## src/rtl/debug_step_controller.sv

```systemverilog
`default_nettype none
// ============================================================================
// Module   : debug_step_controller
// Brief    : UART-command driven run/step/reset controller for the PC and
//            pipeline; reports the PC over the UART whenever execution stops.
// Revision : 1.0 - initial release
// ============================================================================
module debug_step_controller #(
    parameter int              ADDR_WIDTH   = 8,
    parameter logic [7:0]      HALT_ADDR    = 8'hFF,
    parameter int              RESET_CYCLES = 2
) (
    input  logic                  clk,
    input  logic                  reset,
    input  logic [7:0]            rx_data,
    input  logic                  rx_valid,
    input  logic [ADDR_WIDTH-1:0] pc_addr,
    input  logic                  tx_busy,
    output logic                  enableDebug,
    output logic                  resetDebug,
    output logic [7:0]            tx_data,
    output logic                  tx_start,
    output logic                  running
);

    localparam int CNT_W = (RESET_CYCLES > 1) ? $clog2(RESET_CYCLES) : 1;

    localparam logic [7:0] C_CMD_RUN   = 8'h63;
    localparam logic [7:0] C_CMD_STEP  = 8'h73;
    localparam logic [7:0] C_CMD_RESET = 8'h72;
    localparam logic [7:0] C_CMD_PRINT = 8'h70;
    localparam logic [7:0] C_CMD_HALT  = 8'h68;

    localparam logic [ADDR_WIDTH-1:0] C_HALT_PC   = HALT_ADDR[ADDR_WIDTH-1:0];
    localparam logic [CNT_W-1:0]      C_RST_LAST  = CNT_W'(RESET_CYCLES - 1);

    localparam logic [2:0] S_IDLE   = 3'd0;
    localparam logic [2:0] S_RUN    = 3'd1;
    localparam logic [2:0] S_STEP   = 3'd2;
    localparam logic [2:0] S_WAIT1  = 3'd3;
    localparam logic [2:0] S_RST    = 3'd4;
    localparam logic [2:0] S_SEND   = 3'd5;
    localparam logic [2:0] S_TXWAIT = 3'd6;

    logic [2:0]       state_q,     state_d;
    logic [CNT_W-1:0] rst_cnt_q,   rst_cnt_d;
    logic             seen_busy_q, seen_busy_d;
    logic             en_q,        en_d;
    logic             rstdbg_q,    rstdbg_d;
    logic [7:0]       tx_data_q,   tx_data_d;
    logic             tx_start_q,  tx_start_d;
    logic [7:0]       pc_ext;

    always_comb begin
        pc_ext                 = '0;
        pc_ext[ADDR_WIDTH-1:0] = pc_addr;
    end

    // State and registered outputs
    always_ff @(posedge clk or posedge reset) begin
        if (reset) begin
            state_q     <= S_IDLE;
            rst_cnt_q   <= '0;
            seen_busy_q <= 1'b0;
            en_q        <= 1'b0;
            rstdbg_q    <= 1'b0;
            tx_data_q   <= 8'h00;
            tx_start_q  <= 1'b0;
        end else begin
            state_q     <= state_d;
            rst_cnt_q   <= rst_cnt_d;
            seen_busy_q <= seen_busy_d;
            en_q        <= en_d;
            rstdbg_q    <= rstdbg_d;
            tx_data_q   <= tx_data_d;
            tx_start_q  <= tx_start_d;
        end
    end

    always_comb begin
        state_d = state_q;
        case (state_q)
            S_IDLE: begin
                if (rx_valid) begin
                    case (rx_data)
                        C_CMD_RUN:   state_d = S_RUN;
                        C_CMD_STEP:  state_d = S_STEP;
                        C_CMD_RESET: state_d = S_RST;
                        C_CMD_PRINT: state_d = S_SEND;
                        default:     state_d = S_IDLE;
                    endcase
                end
            end
            S_RUN: begin
                if ((pc_addr == C_HALT_PC) || (rx_valid && (rx_data == C_CMD_HALT)))
                    state_d = S_SEND;
            end
            S_STEP:  state_d = S_WAIT1;
            S_WAIT1: state_d = S_SEND;
            S_RST: begin
                if (rst_cnt_q == C_RST_LAST)
                    state_d = S_IDLE;
            end
            // The pulse was issued on entry (or when busy dropped); move on once it is out
            S_SEND: begin
                if (tx_start_q)
                    state_d = S_TXWAIT;
            end
            S_TXWAIT: begin
                if (seen_busy_q && !tx_busy)
                    state_d = S_IDLE;
            end
            default: state_d = S_IDLE;
        endcase
    end

    // Outputs are decoded from the next state so they line up with it
    always_comb begin
        en_d        = (state_d == S_RUN) || (state_d == S_STEP);
        rstdbg_d    = (state_d == S_RST);
        tx_start_d  = (state_d == S_SEND) && !tx_busy && !tx_start_q;
        tx_data_d   = tx_start_d ? pc_ext : tx_data_q;
        rst_cnt_d   = ((state_q == S_RST) && (state_d == S_RST)) ? rst_cnt_q + 1'b1 : '0;
        seen_busy_d = (state_q == S_TXWAIT) ? (seen_busy_q | tx_busy) : 1'b0;
    end

    assign enableDebug = en_q;
    assign resetDebug  = rstdbg_q;
    assign tx_data     = tx_data_q;
    assign tx_start    = tx_start_q;
    assign running     = (state_q == S_RUN) || (state_q == S_STEP);

endmodule
`default_nettype wire

```

## config.mk

```make
export PLATFORM = sky130hd
export DESIGN_NAME = debug_step_controller
export DESIGN_NICKNAME = d
export VERILOG_FILES = /design/src/rtl/debug_step_controller.sv
export SDC_FILE = /design/constraint.sdc
export NUM_CORES = 1
export LEC_CHECK = 0
export ABC_AREA = 1
export CAP_MARGIN = 0
export CORE_UTILIZATION = 40
export CTS_BUF_LIST = sky130_fd_sc_hd__clkbuf_8 sky130_fd_sc_hd__clkbuf_16
export DETAILED_ROUTE_END_ITERATION = 16
export PLACE_DENSITY_LB_ADDON = 0.05
export SLEW_MARGIN = 20
export SYNTH_ARGS = -nofsm -noshare
export SYNTH_HDL_FRONTEND = slang
export SYNTH_SLANG_ARGS = --single-unit
```

## constraint.sdc

```tcl
create_clock -name clk -period 3.6 [get_ports clk]
set_input_delay 0.36 -clock clk [delete_from_list [all_inputs] [get_ports clk]]
set_output_delay 0.36 -clock clk [all_outputs]
set_load 0.02 [all_outputs]
```

==> results by group, run 1 <==
STA
  • Fin crit period: 2.17 ns
  • Final setup skew: approximately 0.0025 ns
  • Unrepaired setup endpoints after global routing: false
  • Final Hold Viols: 0
  • Setup TNS: 0 ns
  • Worst hold margin: about 0.47 ns
  • F_max: 461 MHz
  • Slew headroom: 59.4%
  • Final setup viols: 0
  • Period utilization: 60.3%
  • Worst-Margin Slew: 0.608 ns
  • Final Max Tran Viols: 0

Floorplan
  • Placeable Area: roughly 0.002 mm²
  • Initial core utilization: 44.4%
  • Die W: ~50 µm
  • Std cell rows: 16
  • Die Y: 49.6 µm
  • I/O pin count: 32
  • Die ar.: 0.00246 mm²

Worst setup path
  • Largest stage delay, worst path: 0.54 ns
  • Reg2reg start: state_q[0]
  • Critical path cell sequence: inv_2, nand3_1, inv_1, or2_2, clkdlybuf4s50_1
  • Startpoint types: register
  • Slowest-stage cell, CP: clkdlybuf4s50_1
  • Critical path fanouts, max: 6
  • Critical Path AT: 1.81 ns
  • Worst R2R End: tx_data[7]
  • Crit. End Element: primary output
  • Crit Path Class: reg -> out
  • R2r setup slk: between 1.5 and 2 ns
  • Worst setup startpoint: state_q[2]
  • Critical Path Sink: running
  • CP required: 3.24 ns
  • Reg2Reg Depth: 10

Clock network
  • Clk_lat worst skew: 0.24 ns
  • Post-cts resize count: 0
  • Post-CTS Setup Bufs: 0
  • CTS H-Tree Depth: 1
  • Root Driver: clkbuf_8
  • CTS tree: yes
  • Cts bufs inserted: 3
  • Clock Sinks: 16
  • Maximum root-to-sink buffer count: 2
  • Clock transition at path regs: 0.06 ns
  • Hold buffers post-CTS: 0

GRT
  • Top Usage Layer GRT: met2
  • Initial antenna violation count: 0
  • Global-route met1 utilization: 22.1%
  • Global-route wire length before repair: 3260 µm
  • Global Route met3 Usage: 5.56%
  • Gr usage total: 17.4%
  • Met2 Usage GRT: 29.1%
  • Total gr overflow: 0
  • Largest net degree at the start of global routing: 17
  • Number of global-route vias before repair: 770

Place
  • Hpwl dp: 1450 µm
  • # port buffers: 31
  • GP Congestion: 0.864

Pwr
  • Pleak: around 0.00063 µW
  • Final Power: 756 µW
  • Clock share of power: 16.9%
  • Max IR drop VDD: 0.421 mV
  • Combinational power share: 47.3%
  • PwrDens: 593 mW/mm²
  • P_sw: ~290 µW
  • Pint: 466 µW
  • Sequential group share of total power: a little over a third
  • Switch share: between 30% and 40%

Yosys
  • Syn avg cell area: 7.75 µm²
  • Warnings from Yosys: 0
  • Register area share after synthesis: 44.1%
  • Post-synthesis cell area: approximately 910 µm²
  • Flops & latches, synth: 16
  • Gate Count Post-Synth: around 120
  • Post-Syn Nets: 137
  • Distinct cell type count after synthesis: 20

Final layout
  • Fillers: 186
  • Ant. Diodes: 0
  • Nets: 171
  • Area growth syn-to-layout: 40.4%
  • Layout cell share with drive strength beyond 1: 12.8%

Drt
  • DRC viols: 0
  • Initial detailed-routing violation count: 8
  • Detail Route Antenna Nets: 0
  • WL/cell: slightly above 10 µm
  • Routed WL: approximately 1800 µm
  • Vias: 823
  • Vias per std cell: 4.68
  • DRT Pass-1 Iters: 4

Flow run
  • Max Cap Viol: 0

Run status
  • Status: completed

Worst hold path
  • Hold depth: 2
  • HP Start: tx_data[2]
  • Worst min-delay path class: reg -> reg
worst min path at each step:
stage                        to  slack (ns)
CTS                  tx_data[5]        0.47
global placement     tx_data[5]        0.46
global route         tx_data[5]        0.51
floorplan           enableDebug        0.27
detailed placement   tx_data[5]        0.46
finish               tx_data[2]        0.47
power by group through the flow:
| stage | Sequential (µW) | Combinational (µW) | Clock [µW] |
|---|---|---|---|
| after floorplan | 327 | 160 | 0 |
| after global placement | 271 | 355 | 0 |
| after detailed placement | 272 | 361 | 0 |
| after CTS | 270 | 361 | 133 |
| after global routing | 280 | 391 | 143 |
| final | 270 | 358 | 128 |
placed cells by master (no fill, tap or decap), drive strengths merged:
master,n
clkbuf,3
clkdlybuf4s50,31
nand2,38
and2,1
nor3,2
a21oi,1
nand4,9
inv,17
or2,1
nand3,10
nor2,19
dfrtp,16
o21ai,1
cell families after synthesis:
family,count (synthesis),share of synthesized area (%)
compound gates,2,1.10
buf+inv,19,9.10
flops,16,44.1
simple gates,80,45.7
flip-flops by register name, summed over array words and instances, names as in the netlist:
register	cells
state_q	3
rst_cnt_q	1
enableDebug	1
resetDebug	1
tx_start	1
tx_data	8
seen_busy_q	1
cells in the mapped netlist, drive strengths merged:
library cell  instances  area, µm²
and2                  1       6.26
o21ai                 1       5.00
nand4                 9       56.3
nand2                38        148
inv                  17       63.8
buf                   2       18.8
nand3                10       80.1
dfrtp                16        400
nor3                  2       15.0
nor2                 19        103
a21oi                 1       5.00
or2                   1       6.26
critical path: cells and delay by family (launching register included):
kind	cells	cell delay [ns]
simple gates	2	0.44
flops	1	0.44
buf+inv	3	0.69
metrics by stage:
| step | cells | setup WS [ns] | utilization (%) | instance area, µm² |
|---|---|---|---|---|
| 3_5_place_dp | 173 | 1.64 | 60.4 | 1230 |
| 2_1_floorplan | 117 | 2.26 | - | 907 |
| 4_1_cts | 176 | 1.43 | 62.4 | 1270 |
| 3_3_place_gp | 173 | 1.69 | 60.4 | 1230 |
| 6_report | 176 | 1.43 | 62.4 | 1270 |
| 5_1_grt | 176 | 1.36 | 62.4 | 1270 |
area by class of cell:
| type | count | area [µm²] | share of cell area (%) |
|---|---|---|---|
| inverters | 17 | 63.8 | 5.01 |
| multi-input cells | 82 | 424 | 33.3 |
| clock buffers | 3 | 41.3 | 3.24 |
| well taps | 27 | 33.8 | 2.65 |
| flip-flops and latches | 16 | 400 | 31.4 |
| repair buffers | 31 | 310 | 24.4 |
metal layers:
layer / up-vias / part of all wire (%)
li1: 436 / -
met1: 357 / 47
met2: 28 / 47
met3: 2 / 5.3
met4: 0 / 0.61
met5: - / 0
Power figures use the tool's default switching activity.
==> run 2: changes to the inputs <==
Clock period 3.6 ns to 2.1 ns, I/O delays scaled along.
==> results of run 2 <==
The final DEF is identical to that of run 1. Status: completed.
Main changes from that run: setup slack after placement 1.64 ns -> 0.294 ns; setup slack after layout 1.43 ns -> 0.0806 ns; hold slack 0.470 ns -> 0.344 ns; register-to-register setup slack 1.98 ns -> 0.48 ns; total power 756 µW -> 1300 µW; worst IR drop on VDD 0.421 mV -> 0.722 mV
==> run 3: changes to the inputs <==
Settings changed: CORE_UTILIZATION 40 to 47, GPL_TIMING_DRIVEN from default to 1.
Clock period 2.1 ns to 2.4 ns, I/O delays scaled along.
==> results by group, run 3 (synthesis results as in run 1) <==
GRT
  • Initial antenna violation count: 0 (unchanged)
  • Gr usage total: 20.8% (was 17.4%)
  • Largest net degree at the start of global routing: 17 (unchanged)
  • Global-route wire length before repair: 3120 µm (was 3260 µm)
  • Number of global-route vias before repair: 754 (was 770)
  • Total gr overflow: 0 (unchanged)

Drt
  • Initial detailed-routing violation count: 16 (was 8)
  • Detail Route Antenna Nets: 0 (unchanged)
  • DRT Pass-1 Iters: 4 (unchanged)
  • DRC viols: 0 (unchanged)
  • Vias: 841 (was 823)
  • Routed WL: 1830 µm (was 1810 µm)
  • WL/cell: 10.4 µm (was 10.3 µm)
  • Vias per std cell: 4.81 (was 4.68)

Place
  • # port buffers: 31 (unchanged)
  • Hpwl dp: 1450 µm (about the same)
  • Area post-placement: 0.00123 mm² (about the same)
  • Worst Setup Slack post-DPL: 0.552 ns (was 0.294 ns)
  • GP Congestion: 0.822 (was 0.864)
  • # placed instances: 171 (was 173)

Worst setup path
  • Crit. End Element: primary output (unchanged)
  • CP required: 2.16 ns (was 1.89 ns)
  • Critical Path AT: 1.78 ns (was 1.81 ns)
  • Critical path fanouts, max: 6 (unchanged)
  • Crit Path Class: reg -> out (unchanged)
  • Startpoint types: register (unchanged)

STA
  • Slew headroom: 61.4% (was 59.4%)
  • Final Hold Viols: 0 (unchanged)
  • Unrepaired setup endpoints after global routing: false (unchanged)
  • F_max: 495 MHz
  • Fin crit period: 2.02 ns
  • Setup TNS: 0 ns (unchanged)
  • Worst-Margin Slew: 0.578 ns (was 0.608 ns)
  • Final WS setup: 0.380 ns (was 0.0806 ns)
  • Final Max Tran Viols: 0 (unchanged)
  • Final setup viols: 0 (unchanged)
  • Final setup skew: 0.00152 ns (was 0.00250 ns)
  • Period utilization: between 80% and 90%

Clock network
  • Clk_lat worst skew: 0.25 ns (was 0.24 ns)
  • Clock transition at path regs: 0.06 ns (about the same)
  • Maximum root-to-sink buffer count: 2 (unchanged)
  • Root Driver: clkbuf_8 (unchanged)
  • CTS tree: yes (unchanged)
  • Post-cts resize count: 0 (unchanged)
  • Clock Sinks: 16 (unchanged)
  • Cts bufs inserted: 3 (unchanged)
  • Hold buffers post-CTS: 0 (unchanged)
  • Post-CTS Setup Bufs: 0 (unchanged)
  • CTS H-Tree Depth: 1 (unchanged)

Final layout
  • Post-route cell area: 0.00128 mm² (was 0.00127 mm²)
  • Max FFs per register: 8 (unchanged)
  • Commonest non-fill, non-tap cell in the layout: nand2_1 (unchanged)
  • Nets: 171 (unchanged)
  • Ant. Diodes: 0 (unchanged)
  • Post-Route Utilization: 72.8% (was 62.4%)
  • Final Non-Filler Cells: 175 (was 176)
  • Area growth syn-to-layout: 41.7% (was 40.4%)
  • Most frequent cells in the layout: nand2_1 (36), clkdlybuf4s50_1 (31), dfrtp_1 (16), inv_1 (15), nor2_1 (12) (unchanged)
  • Layout cell share with drive strength beyond 1: 13.3% (was 12.8%)

Floorplan
  • Die ar.: 0.00211 mm² (was 0.00246 mm²)
  • Die Y: 45.9 µm (was 49.6 µm)
  • Std cell rows: 15 (was 16)
  • Initial core utilization: 51.4% (was 44.4%)
  • Die W: 45.9 µm (was 49.6 µm)
  • Placeable Area: 0.00176 mm² (was 0.00204 mm²)
  • I/O pin count: 32 (unchanged)

Pwr
  • Sequential group share of total power: 34.3% (was 35.8%)
  • Pleak: 0.000641 µW (was 0.000634 µW)
  • Pint: 734 µW (was 799 µW)
  • Clock share of power: 20.2% (was 16.9%)
  • Combinational power share: 45.6% (was 47.3%)
  • Switch share: 37.4% (was 38.3%)
  • Max IR drop VDD: 0.665 mV (was 0.722 mV)
  • P_sw: 439 µW (was 496 µW)
  • PwrDens: 913 mW/mm² (was 1020 mW/mm²)

Run status
  • Status: completed (unchanged)

Flow run
  • Max Cap Viol: 0 (unchanged)

Worst hold path
  • Worst min-delay path class: in -> async (unchanged)
run 3: power groups by stage:
| stage | combinational (µW) | sequential [µW] | clock [µW] |
|---|---|---|---|
| 2_1_floorplan | 239 | 491 | 0 |
| 3_3_place_gp | 531 | 404 | 0 |
| 3_5_place_dp | 537 | 406 | 0 |
| 4_1_cts | 539 | 403 | 238 |
| 5_1_grt | 584 | 413 | 249 |
| 6_report | 534 | 402 | 237 |
run 3: area by class of cell:
| cell class | instances | area [µm²] |
|---|---|---|
| clock buffers | 4 | 55.1 |
| repair buffers | 31 | 310 |
| multi-input cells | 82 | 424 |
| inverters | 17 | 63.8 |
| fillers | 149 | 479 |
| flip-flops and latches | 16 | 400 |
| well taps | 25 | 31.3 |
run 3: layer usage:
metal | share of wire (%) | track usage [%] | wire length [µm] | vias to the layer above
met3 | 4.9 | 4.76 | 89 | 3
li1 | - | - | - | 434
met2 | 50 | 34.9 | 905 | 29
met1 | 44 | 25.6 | 809 | 375
met5 | 0 | 0 | 0 | -
met4 | 1.1 | 7.65 | 20 | 0
run 3: final timing paths:
path | startpoint | endpoint | slack [ns] | cells past startpoint
worst max-delay path | state_q[1] | running | 0.38 | 3
worst min-delay path | reset | tx_data[1] | 0.35 | 2
worst max register to register | state_q[0] | tx_data[5] | 0.78 | 10
worst min register to register | tx_data[0] | tx_data[0] | 0.47 | 2
max in group asynchronous | reset | rst_cnt_q | 1.67 | 2
min in group clk | tx_data[0] | tx_data[0] | 0.47 | 2
run 3: critical path, stage by stage (launching register included):
cell	delay, ns
dfrtp_1	0.44
nor3_1	0.34
or2_2	0.17
clkdlybuf4s50_1	0.59
run 3: stage by stage:
stage          hold slack, ns  total power [µW]
6_report                0.351              1170
5_1_grt                 0.424              1250
4_1_cts                 0.383              1180
3_5_place_dp            0.458               943
3_3_place_gp            0.454               935
2_1_floorplan           0.154               730
==> variant 1 (config.mk and constraints of run 2) <==
The output `resetDebug` loses its register stage (`rstdbg_q` becomes a continuous assignment).
--- a/src/rtl/debug_step_controller.sv
+++ b/src/rtl/debug_step_controller.sv
@@ -63,7 +63,6 @@
             rst_cnt_q   <= '0;
             seen_busy_q <= 1'b0;
             en_q        <= 1'b0;
-            rstdbg_q    <= 1'b0;
             tx_data_q   <= 8'h00;
             tx_start_q  <= 1'b0;
         end else begin
@@ -71,11 +70,12 @@
             rst_cnt_q   <= rst_cnt_d;
             seen_busy_q <= seen_busy_d;
             en_q        <= en_d;
-            rstdbg_q    <= rstdbg_d;
             tx_data_q   <= tx_data_d;
             tx_start_q  <= tx_start_d;
         end
     end
+
+    assign rstdbg_q = rstdbg_d;
 
     always_comb begin
         state_d = state_q;
Formal check against the unedited RTL: not equivalent (Yosys sat finds a counterexample within 4 cycles, from zero or initial values and one cycle with reset high).
==> variant 1 against run 2 <==
- setup slack gained 0.017 ns
- sequential power shrank 6.3%
- synthesized area shrank 2.8%
- sequential cell count shrank 1
- final area grew 0.20%
- total power shrank 0.65%
- wire length grew 3.6%
- highest routed layer unchanged
- non-clock buffer count grew 3
- synthesized cell count shrank 0.85%
- count of clock-buffer cells in the layout is the same
- global-route usage grew 1.1 points
- largest cell class unchanged
==> variant 1: results (changes against run 2) <==
Post-DP HPWL -> 1.49 mm (+2.6%)
Seq/Total Area, Yosys -> 42.6% (-1.6 points)
Placed cells -> 175 (+1.2%)
Layout non-clock buf frac -> 26.1% (+1.7 points)
Worst Reg-to-Reg Cells -> 11 (+1)
Fin Hold WS -> 0.325 ns (-0.0186 ns)
Core Region -> 0.00202 sq mm (-0.98%)
Reg-to-reg setup timing slack -> 0.45 ns (-0.03 ns)
Top cells by area, synth -> dfrtp_1, nand2_1, inv_1
Layout Utilization -> 63.1% (+0.74 points)
Clk_skew -> 0.000491 ns (-0.00201 ns)
Fillers -> 170 (-8.6%)
GRT Util Overall -> 18.5% (+1.1 points)
Fmax achieved -> 0.499 GHz (+0.86%)
Placed Instance Area -> 0.00123 sq mm (-0.20%)
Avg Vias per Cell -> 4.62 (-1.2%)
Total Routed Length -> 1.88 mm (+3.6%)
Pin count of the biggest net entering global routing -> 16 (-1)
Outcome -> completed
Post-synthesis mux area share -> 0% (unchanged)
Most common library cells after synthesis -> nand2_1, dfrtp_1, inv_1
Non-clock buffer count -> 34 (+9.7%)
Root Buffer -> clkbuf_8
Pre-CTS setup slack -> -0.0782 ns (-0.372 ns)
Crit path DAT -> 1.79 ns (-0.02 ns)
Max IR drop VDD -> 0.000682 V (-5.6%)
First-pass GRT wire length -> 3.48 mm (+7.0%)
Post-synthesis compound-gate area fraction -> 1.13% (+0.031 points)
Vias -> 827 (+0.49%)
Final clock-cell share -> 3.63% (+0.39 points)
P_leak -> 0.641 nW (+1.1%)
Average size of a mapped cell -> 7.60 sq um (-1.9%)
Tightest Pin Transition -> 0.586 ns (-0.0212 ns)
Syn Nets -> 136 (-0.73%)
Routability cong. -> 0.887 (+2.7%)
DRT iter0 DRCs -> 17 (+9)
Vias in the first global route -> 790 (+2.6%)
Final #Nets -> 173 (+1.2%)
H-tree depth -> 1 (unchanged)
Critical R2R Capture -> tx_data[2]
Seq/total area -> 29.4% (-2.0 points)
Seq cells post-synth -> 15 (-1)
==> variant 1: cell count changes after synthesis <==
cell	delta
dfrtp_1	-1
==> variant 1: timing repair <==
action,4_1_cts,5_1_grt
hold buffers,0,0
setup buffers,0,0
setup endpoints to repair,1,1
hold endpoints to repair,0,0
resized for setup,1,1
==> variant 1: power by group <==
| group | leakage, nW | switching [mW] | total [mW] | internal, mW |
|---|---|---|---|---|
| registers | 0.200 | 0.0539 | 0.435 | 0.381 |
| clock network | 0.0255 | 0.101 | 0.232 | 0.131 |
| logic | 0.415 | 0.342 | 0.620 | 0.279 |
==> variant 1: metal layers <==
metal | global-route usage, % | vias up | wire, microns | share of wire [%]
met2 | 28.5 | 26 | 862 | 46
met3 | 2.80 | 2 | 90 | 4.8
met5 | 0 | - | 0 | 0
li1 | - | 434 | - | -
met4 | 4.90 | 0 | 10 | 0.53
met1 | 27.1 | 365 | 913 | 49
==> variant 2 (settings of run 2) <==
Made on the original files. `ADDR_WIDTH`: 8 -> 6.
--- a/src/rtl/debug_step_controller.sv
+++ b/src/rtl/debug_step_controller.sv
@@ -6,7 +6,7 @@
 // Revision : 1.0 - initial release
 // ============================================================================
 module debug_step_controller #(
-    parameter int              ADDR_WIDTH   = 8,
+    parameter int              ADDR_WIDTH   = 6,
     parameter logic [7:0]      HALT_ADDR    = 8'hFF,
     parameter int              RESET_CYCLES = 2
 ) (
Ports: changed (resized pc_addr); port bits go from 32 to 30. No check against the original RTL was run, so the function may have changed too.
==> variant 2 against run 2 <==
- clock skew fell by 0.00096 ns
- wire length fell by 13%
- total power fell by 4.4%
- setup slack improved by 0.13 ns
- synthesized area fell by 9.5%
- register-to-register slack improved by 0.12 ns
- largest cell class unchanged
- sequential power fell by 12%
- final area fell by 8.3%
- critical path type unchanged
- final cell count fell by 5.7%
- sequential cell count fell by 2
==> variant 2: results (changes against run 2) <==
Outcome -> completed
Detailed Routing Iterations Pass 1 -> 2 (-2)
Worst Reg-to-Reg Cells -> 10 (unchanged)
Fillers -> 192 (+3.2%)
Crit path DAT -> 1.68 ns (-0.13 ns)
Total Routed Length -> 1.57 mm (-13%)
Ant. Diodes -> 0 (unchanged)
Initial antenna violation count -> 0 (unchanged)
P_leak -> 0.595 nW (-6.1%)
Worst skew pair latency -> 0.24 ns (about the same)
Root Buffer -> clkbuf_8
Post-DP HPWL -> 1.30 mm (-10%)
Hold Crit Class -> in -> async
Routability cong. -> 0.783 (-9.3%)
Max IR drop VDD -> 0.000528 V (-27%)
Avg Vias per Cell -> 4.45 (-4.8%)
Final #Nets -> 158 (-7.6%)
PortBufs -> 27 (-13%)
Worst R2R Start -> state_q[2]
Reg-to-reg setup timing slack -> 0.60 ns (+0.12 ns)
Seq/Total Area, Yosys -> 42.7% (-1.5 points)
Clk_skew -> 0.00154 ns (-0.000960 ns)
Placed Instance Area -> 0.00111 sq mm (-9.6%)
Pin count of the biggest net entering global routing -> 15 (-2)
GRT Util Overall -> 16.5% (-0.89 points)
Distinct cells, synth -> 20 (unchanged)
Sw Share -> 37.6% (-0.64 points)
Main flop type after synthesis -> dfrtp_1
Post-CTS Setup Bufs -> 0 (unchanged)
Critical Path Start -> state_q[2]
CTS buffer count -> 3 (unchanged)
Top cells by area, synth -> dfrtp_1, nand2_1, nand3_1
Share of layout cells above drive strength 1 -> 18.7% (+6.0 points)
Highest fanout seen on the critical path -> 7 (+1)
DRT iter0 DRCs -> 3 (-5)
H-tree depth -> 1 (unchanged)
Pre-CTS setup slack -> 0.404 ns (+0.110 ns)
Tightest Pin Transition -> 0.551 ns (-0.0570 ns)
Vias in the first global route -> 640 (-17%)
YS warnings -> 0 (unchanged)
Resized cells post-CTS -> 0 (unchanged)
Fraction of registers with async set or reset after synthesis -> 100% (unchanged)
Most common library cells after synthesis -> nand2_1, nor2_1, dfrtp_1
First-pass GRT wire length -> 2.57 mm (-21%)
Clk buf depth -> 2 (unchanged)
Fin Hold WS -> 0.314 ns (-0.0296 ns)
Critical R2R Capture -> tx_data[5]
Largest register FFs -> 6 (-2)
Clock-pin transition on the worst setup and hold timing paths -> 0.06 ns (about the same)
variant 2: per-layer routing:
metal / vias to the layer above / part of all wire, % / wire, microns / global-route usage, %
li1: 393 / - / - / -
met1: 322 / 49 / 765 / 22.5
met2: 20 / 45 / 700 / 25.8
met3: 4 / 5.0 / 78 / 2.69
met4: 0 / 1.5 / 24 / 6.86
met5: - / 0 / 0 / 0
variant 2: layout make-up:
type | count | share of cell area [%]
clock buffer | 4 | 4.71
inverter | 15 | 4.82
multi-input combinational | 79 | 34.5
sequential | 14 | 30.0
tap | 27 | 2.89
timing repair buffer | 27 | 23.1
variant 2: stage by stage:
stage                     instances  util [%]
after floorplan                 110         -
after global placement          162      57.3
after detailed placement        162      57.3
after CTS                       166      60.2
after global routing            166      60.2
final                           166      60.2
variant 2: worst max-delay path by stage:
stage,cells after the start,endpoint
2_1_floorplan,10,tx_data[0]
3_3_place_gp,10,tx_data[5]
3_5_place_dp,10,tx_data[5]
4_1_cts,3,running
5_1_grt,5,running
6_report,3,running
variant 2: critical path: stages (launching register included):
cell	delay, ns
dfrtp_1	0.45
nor3_1	0.25
or2_2	0.15
clkdlybuf4s50_1	0.59
variant 2: power by group through the flow:
stage	Clock, mW	Sequential (mW)	Combinational (mW)
global placement	0	0.411	0.572
global route	0.279	0.422	0.627
detailed placement	0	0.411	0.578
finish	0.258	0.409	0.571
floorplan	0	0.487	0.269
CTS	0.265	0.410	0.578
variant 2: logic make-up after synthesis:
logic type / Yosys count / share of synthesized area (%)
AND/OR/NAND/NOR: 75 / 47.0
buffers and inverters: 17 / 8.69
flip-flops: 14 / 42.7
other: 1 / 0.457
AO/OA/AOI/OAI: 2 / 1.22
